==> src/rtl/mc_controller.sv <==
// mc_controller: multi-cycle control FSM for a MIPS subset, with a retired-instruction counter.
// Optional MC_CTRL_MEMWAIT_EN: IF and MEM stall until mem_rdy is high.
module mc_controller #(
   parameter int unsigned ALUOP_W = 3,
   parameter int unsigned CNT_W   = 32
) (
   input  logic               clk,
   input  logic               rst_n,
   input  logic [5:0]         OpCode,
   input  logic [5:0]         func,
   input  logic               zero,
   input  logic               gtz,
   input  logic               mem_rdy,
   output logic               PCWrite,
   output logic               IRWrite,
   output logic               RegWrite,
   output logic               MemWrite,
   output logic               ALUSrc,
   output logic               Mem_to_Reg,
   output logic               J,
   output logic               jal,
   output logic               jr,
   output logic               illegal,
   output logic [1:0]         RegDst,
   output logic [1:0]         Extop,
   output logic [ALUOP_W-1:0] ALUop,
   output logic [1:0]         nPC_sel,
   output logic [2:0]         state,
   output logic [CNT_W-1:0]   instr_cnt
);

   typedef enum logic [2:0] {
      S_IF  = 3'd0,
      S_ID  = 3'd1,
      S_EXE = 3'd2,
      S_MEM = 3'd3,
      S_WB  = 3'd4
   } state_t;

   state_t     state_q, state_d;
   logic       c_alu, c_lw, c_sw, c_beq, c_bgtz, c_j, c_jr, c_jal, c_ill;
   logic [2:0] alu_code;
   logic       mem_go;
   logic       pcw_c, irw_c, rw_c, mw_c, m2r_c, ill_c, j_c, jal_c, jr_c, done_c;

`ifdef MC_CTRL_MEMWAIT_EN
   assign mem_go = mem_rdy;
`else
   logic unused_mem_rdy;
   assign unused_mem_rdy = mem_rdy;
   assign mem_go         = 1'b1;
`endif

   // Instruction class and datapath controls, decoded straight from the IR fields
   always_comb begin
      c_alu    = 1'b0;
      c_lw     = 1'b0;
      c_sw     = 1'b0;
      c_beq    = 1'b0;
      c_bgtz   = 1'b0;
      c_j      = 1'b0;
      c_jr     = 1'b0;
      c_jal    = 1'b0;
      alu_code = 3'd0;
      RegDst   = 2'b00;
      Extop    = 2'b00;
      ALUSrc   = 1'b0;
      case (OpCode)
         6'b000000: begin
            case (func)
               6'b100001: begin c_alu = 1'b1; RegDst = 2'b01; end
               6'b100011: begin c_alu = 1'b1; RegDst = 2'b01; alu_code = 3'd1; end
               6'b101010: begin c_alu = 1'b1; RegDst = 2'b01; alu_code = 3'd3; end
               6'b001000: c_jr = 1'b1;
               default:   ;
            endcase
         end
         6'b001101: begin c_alu = 1'b1; ALUSrc = 1'b1; alu_code = 3'd2; end
         6'b100011: begin c_lw  = 1'b1; ALUSrc = 1'b1; Extop = 2'b01; end
         6'b101011: begin c_sw  = 1'b1; ALUSrc = 1'b1; Extop = 2'b01; end
         6'b000100: begin c_beq = 1'b1; Extop = 2'b01; alu_code = 3'd1; end
         6'b001111: begin c_alu = 1'b1; ALUSrc = 1'b1; Extop = 2'b10; alu_code = 3'd5; end
         6'b000010: c_j = 1'b1;
         6'b001000: begin c_alu = 1'b1; ALUSrc = 1'b1; Extop = 2'b01; alu_code = 3'd4; end
         6'b001001: begin c_alu = 1'b1; ALUSrc = 1'b1; Extop = 2'b01; end
         6'b000011: begin c_jal = 1'b1; RegDst = 2'b10; end
         6'b000111: begin c_bgtz = 1'b1; Extop = 2'b01; alu_code = 3'd6; end
         default:   ;
      endcase
      c_ill = ~(c_alu | c_lw | c_sw | c_beq | c_bgtz | c_j | c_jr | c_jal);
   end

   assign ALUop = ALUOP_W'(alu_code);

   always_ff @(posedge clk or negedge rst_n) begin
      if (!rst_n) state_q <= S_IF;
      else        state_q <= state_d;
   end

   // Next state and state-gated write enables; done_c marks the last cycle of a legal instruction
   always_comb begin
      state_d = state_q;
      pcw_c   = 1'b0;
      irw_c   = 1'b0;
      rw_c    = 1'b0;
      mw_c    = 1'b0;
      m2r_c   = 1'b0;
      ill_c   = 1'b0;
      j_c     = 1'b0;
      jal_c   = 1'b0;
      jr_c    = 1'b0;
      nPC_sel = 2'b00;
      done_c  = 1'b0;
      case (state_q)
         S_IF: begin
            irw_c = mem_go;
            pcw_c = mem_go;
            if (mem_go) state_d = S_ID;
         end
         S_ID: begin
            state_d = S_IF;
            if (c_j) begin
               pcw_c = 1'b1; nPC_sel = 2'b10; j_c = 1'b1; done_c = 1'b1;
            end else if (c_jr) begin
               pcw_c = 1'b1; nPC_sel = 2'b11; jr_c = 1'b1; done_c = 1'b1;
            end else if (c_jal) begin
               pcw_c = 1'b1; nPC_sel = 2'b10; rw_c = 1'b1; jal_c = 1'b1; done_c = 1'b1;
            end else if (c_ill) begin
               ill_c = 1'b1;
            end else begin
               state_d = S_EXE;
            end
         end
         S_EXE: begin
            if (c_alu) begin
               state_d = S_WB;
            end else if (c_lw || c_sw) begin
               state_d = S_MEM;
            end else begin
               if ((c_beq && zero) || (c_bgtz && gtz)) begin
                  pcw_c   = 1'b1;
                  nPC_sel = 2'b01;
               end
               done_c  = c_beq | c_bgtz;
               state_d = S_IF;
            end
         end
         S_MEM: begin
            mw_c = c_sw;
            if (mem_go) begin
               if (c_lw) begin
                  state_d = S_WB;
               end else begin
                  done_c  = c_sw;
                  state_d = S_IF;
               end
            end
         end
         S_WB: begin
            rw_c    = 1'b1;
            m2r_c   = c_lw;
            done_c  = 1'b1;
            state_d = S_IF;
         end
         default: state_d = S_IF;
      endcase
   end

   // Reset kills every write enable at once, even though IF is the reset state
   assign PCWrite    = pcw_c & rst_n;
   assign IRWrite    = irw_c & rst_n;
   assign RegWrite   = rw_c  & rst_n;
   assign MemWrite   = mw_c  & rst_n;
   assign Mem_to_Reg = m2r_c & rst_n;
   assign illegal    = ill_c & rst_n;
   assign J          = j_c   & rst_n;
   assign jal        = jal_c & rst_n;
   assign jr         = jr_c  & rst_n;
   assign state      = state_q;

   always_ff @(posedge clk or negedge rst_n) begin
      if (!rst_n)      instr_cnt <= '0;
      else if (done_c) instr_cnt <= instr_cnt + CNT_W'(1);
   end

endmodule

==> config.mk <==
export PLATFORM = sky130hd
export DESIGN_NAME = mc_controller
export DESIGN_NICKNAME = d
export VERILOG_FILES = /design/src/rtl/mc_controller.sv
export SDC_FILE = /design/constraint.sdc
export NUM_CORES = 1
export LEC_CHECK = 0
export ABC_AREA = 1
export BUFFER_PORTS_ARGS = -buffer_cell sky130_fd_sc_hd__buf_2
export CAP_MARGIN = 25
export CORE_MARGIN = 8
export CORE_UTILIZATION = 35
export DETAILED_ROUTE_END_ITERATION = 6
export PLACE_DENSITY = 0.68
export SYNTH_ARGS = -nofsm -noshare
export SYNTH_HDL_FRONTEND = slang
export SYNTH_SLANG_ARGS = --single-unit
==> constraint.sdc <==
create_clock -name clk -period 4.9 [get_ports clk]
set_input_delay 1.225 -clock clk [delete_from_list [all_inputs] [get_ports clk]]
set_output_delay 1.225 -clock clk [all_outputs]
set_load 0.05 [all_outputs]
# After elaboration in Yosys (flattened, before gate mapping)
# Cells that the tools add are included.
# word_totals
inputBits	17
wordCells	107
register_bits	35
# classes
n_bitwise	17
n_eq_ne	18
mux	59
addsub	1
n_reduce_logical	10
# ops
op	count
1-bit 2-to-1 mux	39
32-bit by 1-bit adder with 32-bit output (second input constant)	1
6-bit by 4-bit equality test with 1-bit output (second input constant)	5
6-bit equality test (second input constant)	5
3-bit one-hot mux with 6 select lines	1
2-bit 2-to-1 mux	8
2-bit one-hot mux with 2 select lines	4
6-bit by 2-bit equality test with 1-bit output (second input constant)	2
6-bit by 3-bit equality test with 1-bit output (second input constant)	2
3-bit one-hot mux with 4 select lines	1
6-bit OR reduction	2
1-bit AND	9
1-bit bitwise OR	8
3-bit by 2-bit equality test with 1-bit output (second input constant)	2
6-bit zero test	1
3-bit 2-to-1 mux	2
1-bit one-hot mux with 2 select lines	2
1-bit one-hot mux with 4 select lines	1
4-bit OR reduction	1
3-bit by 1-bit equality test with 1-bit output (second input constant)	1
3-bit equality test (second input constant)	1
3-bit zero test	1
1-bit one-hot mux with 3 select lines	1
3-bit OR reduction	1
2 further kinds	4

# Depth between registers and ports, before layout
# logic_depth
depth_word	17
depth_mapped	10
depth_no_buf	10

# Least setup slack after synthesis
# No wires, ideal clock.
# synth_timing
kind	input-to-output
startpoint	input port OpCode[5]
endpoint	output port RegWrite
setup_slack_ps	369
arrival_time_ps	3306
cell_stages	5
required_ps	3675
n_path_buf	0
path_cell_list	nor2_4 -> nand2_2 -> nor2_1 -> and3_1 -> o21bai_1
# synth_between
elab_chain_cells	7
word_cells_on_any_way	11
classes_between	eq/ne (2); mux (7); bitwise (1); reduce/logical (1)
# synth_rtl
item	line	rtl
from (decl)	9	input logic [5:0] OpCode,
6-bit by 2-bit equality test with 1-bit output	68	case (OpCode)
1-bit 2-to-1 mux	68	
1-bit 2-to-1 mux	126	end else if (c_jal) begin
1-bit 2-to-1 mux	124	end else if (c_jr) begin
1-bit 2-to-1 mux *	122	if (c_j) begin
1-bit one-hot mux with 2 select lines *	114	case (state_q)
1-bit AND *	172	assign RegWrite = rw_c & rst_n;
to (decl)	16	output logic RegWrite,
# Mark *: on every way between the ends. The rest lies on a longest branch, timed or not.

# Final worst setup path
# layout_timing
startpoint	input port OpCode[5]
endpoint	output port PCWrite
# layout_between
elab_chain_cells	9
word_cells_on_any_way	32
classes_between	eq/ne (10); mux (15); bitwise (1); reduce/logical (6)
# layout_rtl
item	line	rtl
6-bit by 3-bit equality test with 1-bit output	68	
1-bit 2-to-1 mux	68	
1-bit logical AND	140	if ((c_beq && zero) || (c_bgtz && gtz)) begin
1-bit logical OR	140	
1-bit 2-to-1 mux	140	
1-bit 2-to-1 mux	137	end else if (c_lw || c_sw) begin
1-bit 2-to-1 mux	135	if (c_alu) begin
1-bit one-hot mux with 3 select lines *	114	
1-bit AND *	170	assign PCWrite = pcw_c & rst_n;
to (decl)	14	output logic PCWrite,
# Marked as above.

==> run_results.csv <==
group,metric,value,unit
cts,post_cts_buffers,0,
logic_synthesis,synth_seq_area_share,31.7,%
finish,finish.instance_area,3270,µm²
floorplanning,row_count,32,
cts,cts_resized,0,
finish,seq_area,876,µm²
timing,slew_headroom,60.8,%
detailed_routing,ant_nets,0,
cts,clockBufferDepth,2,
timing,fin_tns_setup,0,ns
timing,tightest_slew,0.588,ns
timing,finalWorstSetupSlack,0.906,ns
global_routing,grt_max_degree,37,
logic_synthesis,yosys.area.top_type,"dfrtp_1",
cts,cts_root_buffer,"clkbuf_8",
global_routing,globalRoute.totalOverflow,0,
worst_setup_path,cp-endpoint,"PCWrite",
finish,final_cell_mix,"nand2_1 (194), nor2_1 (72), buf_2 (69)",
floorplanning,die_w,105,µm
flow_run,drv_cap,0,
detailed_routing,wire_per_inst,13.3,µm
finish,multi_input_area,1700,µm²
timing,rsz0062_at_grt,"false",
cts,clkSlewWorstSetupHoldPaths,0.07,ns
timing,fmax,250,MHz
logic_synthesis,postSynth.asyncResetShare,100,%
timing,setup_viol_count_final,0,
cts,cts_buffers,5,
outcome,status,"finished clean",
worst_setup_path,crit_start,"OpCode[5]",
timing,finalHoldWorstSlack,0.569,ns
placed_design,place_congestion,0.927,
worst_setup_path,crit_path_end_kind,"primary output",
detailed_routing,routed-via-count,3066,
floorplanning,initial_core_util,35.9,%
power_and_ir_drop,ir_drop,0.105,mV
logic_synthesis,ys_ff_latch,35,
detailed_routing,routed_wl,8130,µm
worst_setup_path,crit_required,3.67,ns
logic_synthesis,synth_ff_type,"dfrtp_1",
timing,hold_violations,0,
placed_design,hpwlAfterDp,6340,µm
logic_synthesis,synthDistinctLibCells,29,
finish,layout_commonest_cell,"nand2_1",
global_routing,grt.total_usage,15.2,%
cts,clock-sinks,35,
floorplanning,fp.dieH,105,µm
finish,final_cells,611,
logic_synthesis,synth_edf_count,0,
timing,finalCriticalPeriod,3.99,ns
global_routing,grt_pass1_vias,3112,
timing,fin_crit_sh,81.5,%
finish,syn_to_final_growth,18.6,%
placed_design,place_inst,603,
detailed_routing,dr.pass1.iters,4,
logic_synthesis,syn-cell-area,2760,µm²
logic_synthesis,syn-instance-count,442,
finish,nets,526,
placed_design,place_ws,0.928,ns
power_and_ir_drop,p_leak,0.00180,µW
cts,htree_levels,2,
cts,cts_tree,"built",
worst_setup_path,crit_fanout,35,
power_and_ir_drop,power.density,227,nW/µm²
cts,clock_latency,0.29,ns
detailed_routing,via_per_inst,5.02,
placed_design,portBuffers,69,
worst_setup_path,reg2regPathDepth,10,
logic_synthesis,yosys_warnings,0,
detailed_routing,drc_errors,0,
finish,nFillCells,860,
logic_synthesis,synth_fp_nets,460,
finish,num_antenna_cells,0,
worst_hold_path,hold_path.class,"reg -> reg",
logic_synthesis,synthTopCellsByArea,"dfrtp_1 (32%), nand2_1 (26%), nor2_1 (9.8%), nand4_1 (7.2%), nand3b_1 (4.3%)",
placed_design,placed_cell_area,3170,µm²
worst_setup_path,reg2reg_from,"instr_cnt[0]",
logic_synthesis,synth_area_per_cell,6.25,µm²
worst_setup_path,timing.rr.end,"instr_cnt[28]",
finish,drive_gt1_share,17.7,%
logic_synthesis,synth.top_cell.area_share,31.7,%
floorplanning,die-area,11000,µm²
floorplanning,core_area,7690,µm²
floorplanning,ios,71,
global_routing,antenna_found_initial,0,
global_routing,grt_pass1_wl,14300,µm
timing,clock_skew,0.00419,ns
worst_setup_path,crit_path_start_kind,"input pin",
cts,cts_hold_buf,0,
worst_setup_path,r2r_slack,2.91,ns
detailed_routing,drtIter0Drc,118,
worst_setup_path,worstSetupPathType,"in -> out",
timing,drv_slew,0,
worst_setup_path,critPathArrivalTime,2.77,ns
state kept, by name, indices dropped and copies added (netlist names):
signal     flops
state          3
instr_cnt     32
layer usage:
layer	routed length, µm	vias up	share of wire (%)	GRT usage, %
li1	-	1547	-	-
met3	571	13	7.0	4.61
met4	153	0	1.9	5.50
met2	3770	98	46	25.2
met1	3640	1408	45	18.2
met5	0	-	0	0
cell usage after synthesis (3+ instances only):
| cell | count |
|---|---|
| buf_1 | 3 |
| buf_2 | 6 |
| buf_6 | 3 |
| dfrtp_1 | 35 |
| inv_1 | 27 |
| nand2_1 | 194 |
| nand3_1 | 13 |
| nand3b_1 | 16 |
| nand4_1 | 32 |
| nor2_1 | 72 |
| nor3_1 | 3 |
| xnor2_1 | 4 |
| xor2_1 | 11 |
power breakdown:
group | leakage [µW] | switching [µW] | internal, µW
Clock | 0.0000515 | 103 | 128
Sequential | 0.000485 | 19.5 | 301
Combinational | 0.00127 | 148 | 43.4
cell families (layout without fill, tap and decap cells):
kind of cell	after synthesis	in the layout	share of synthesized area [%]
XOR/XNOR	15	15	4.76
adder cells (fa/ha/maj)	1	1	0.453
buffers and inverters	41	108	6.66
AO/OA/AOI/OAI	8	8	1.90
AND/OR/NAND/NOR	342	342	54.5
flip-flops	35	35	31.7
layout make-up:
cell class              count  area share [%]
well taps                 102            3.90
multi-input cells         366            52.0
clock buffers               8            3.06
inverters                  29            3.32
repair buffers             71            11.0
flip-flops and latches     35            26.7
how the worst min path moves through the flow:
stage / start / to / slack [ns] / cells past startpoint
detailed placement: instr_cnt[31] / instr_cnt[31] / 0.57 / 2
global route: instr_cnt[1] / instr_cnt[1] / 0.63 / 2
global placement: instr_cnt[31] / instr_cnt[31] / 0.55 / 2
CTS: instr_cnt[31] / instr_cnt[31] / 0.58 / 2
floorplan: instr_cnt[31] / instr_cnt[31] / 0.81 / 2
finish: instr_cnt[31] / instr_cnt[31] / 0.57 / 2
stage by stage:
stage | util (%) | total power, µW
after floorplan | - | 465
after global placement | 41.3 | 517
after detailed placement | 41.3 | 519
after CTS | 42.6 | 755
after global routing | 42.6 | 788
final | 42.6 | 744
worst max-delay path: stages:
cell and delay, ns:
buf_2 0.12, nor2_4 0.21, nand2_4 0.11, nor2_4 0.13, nand2_1 0.12, nand2_2 0.10
nand2_4 0.23, nand3_1 0.15, nand2_1 0.06, inv_1 0.06, buf_2 0.26
Power figures use the tool's default switching activity.
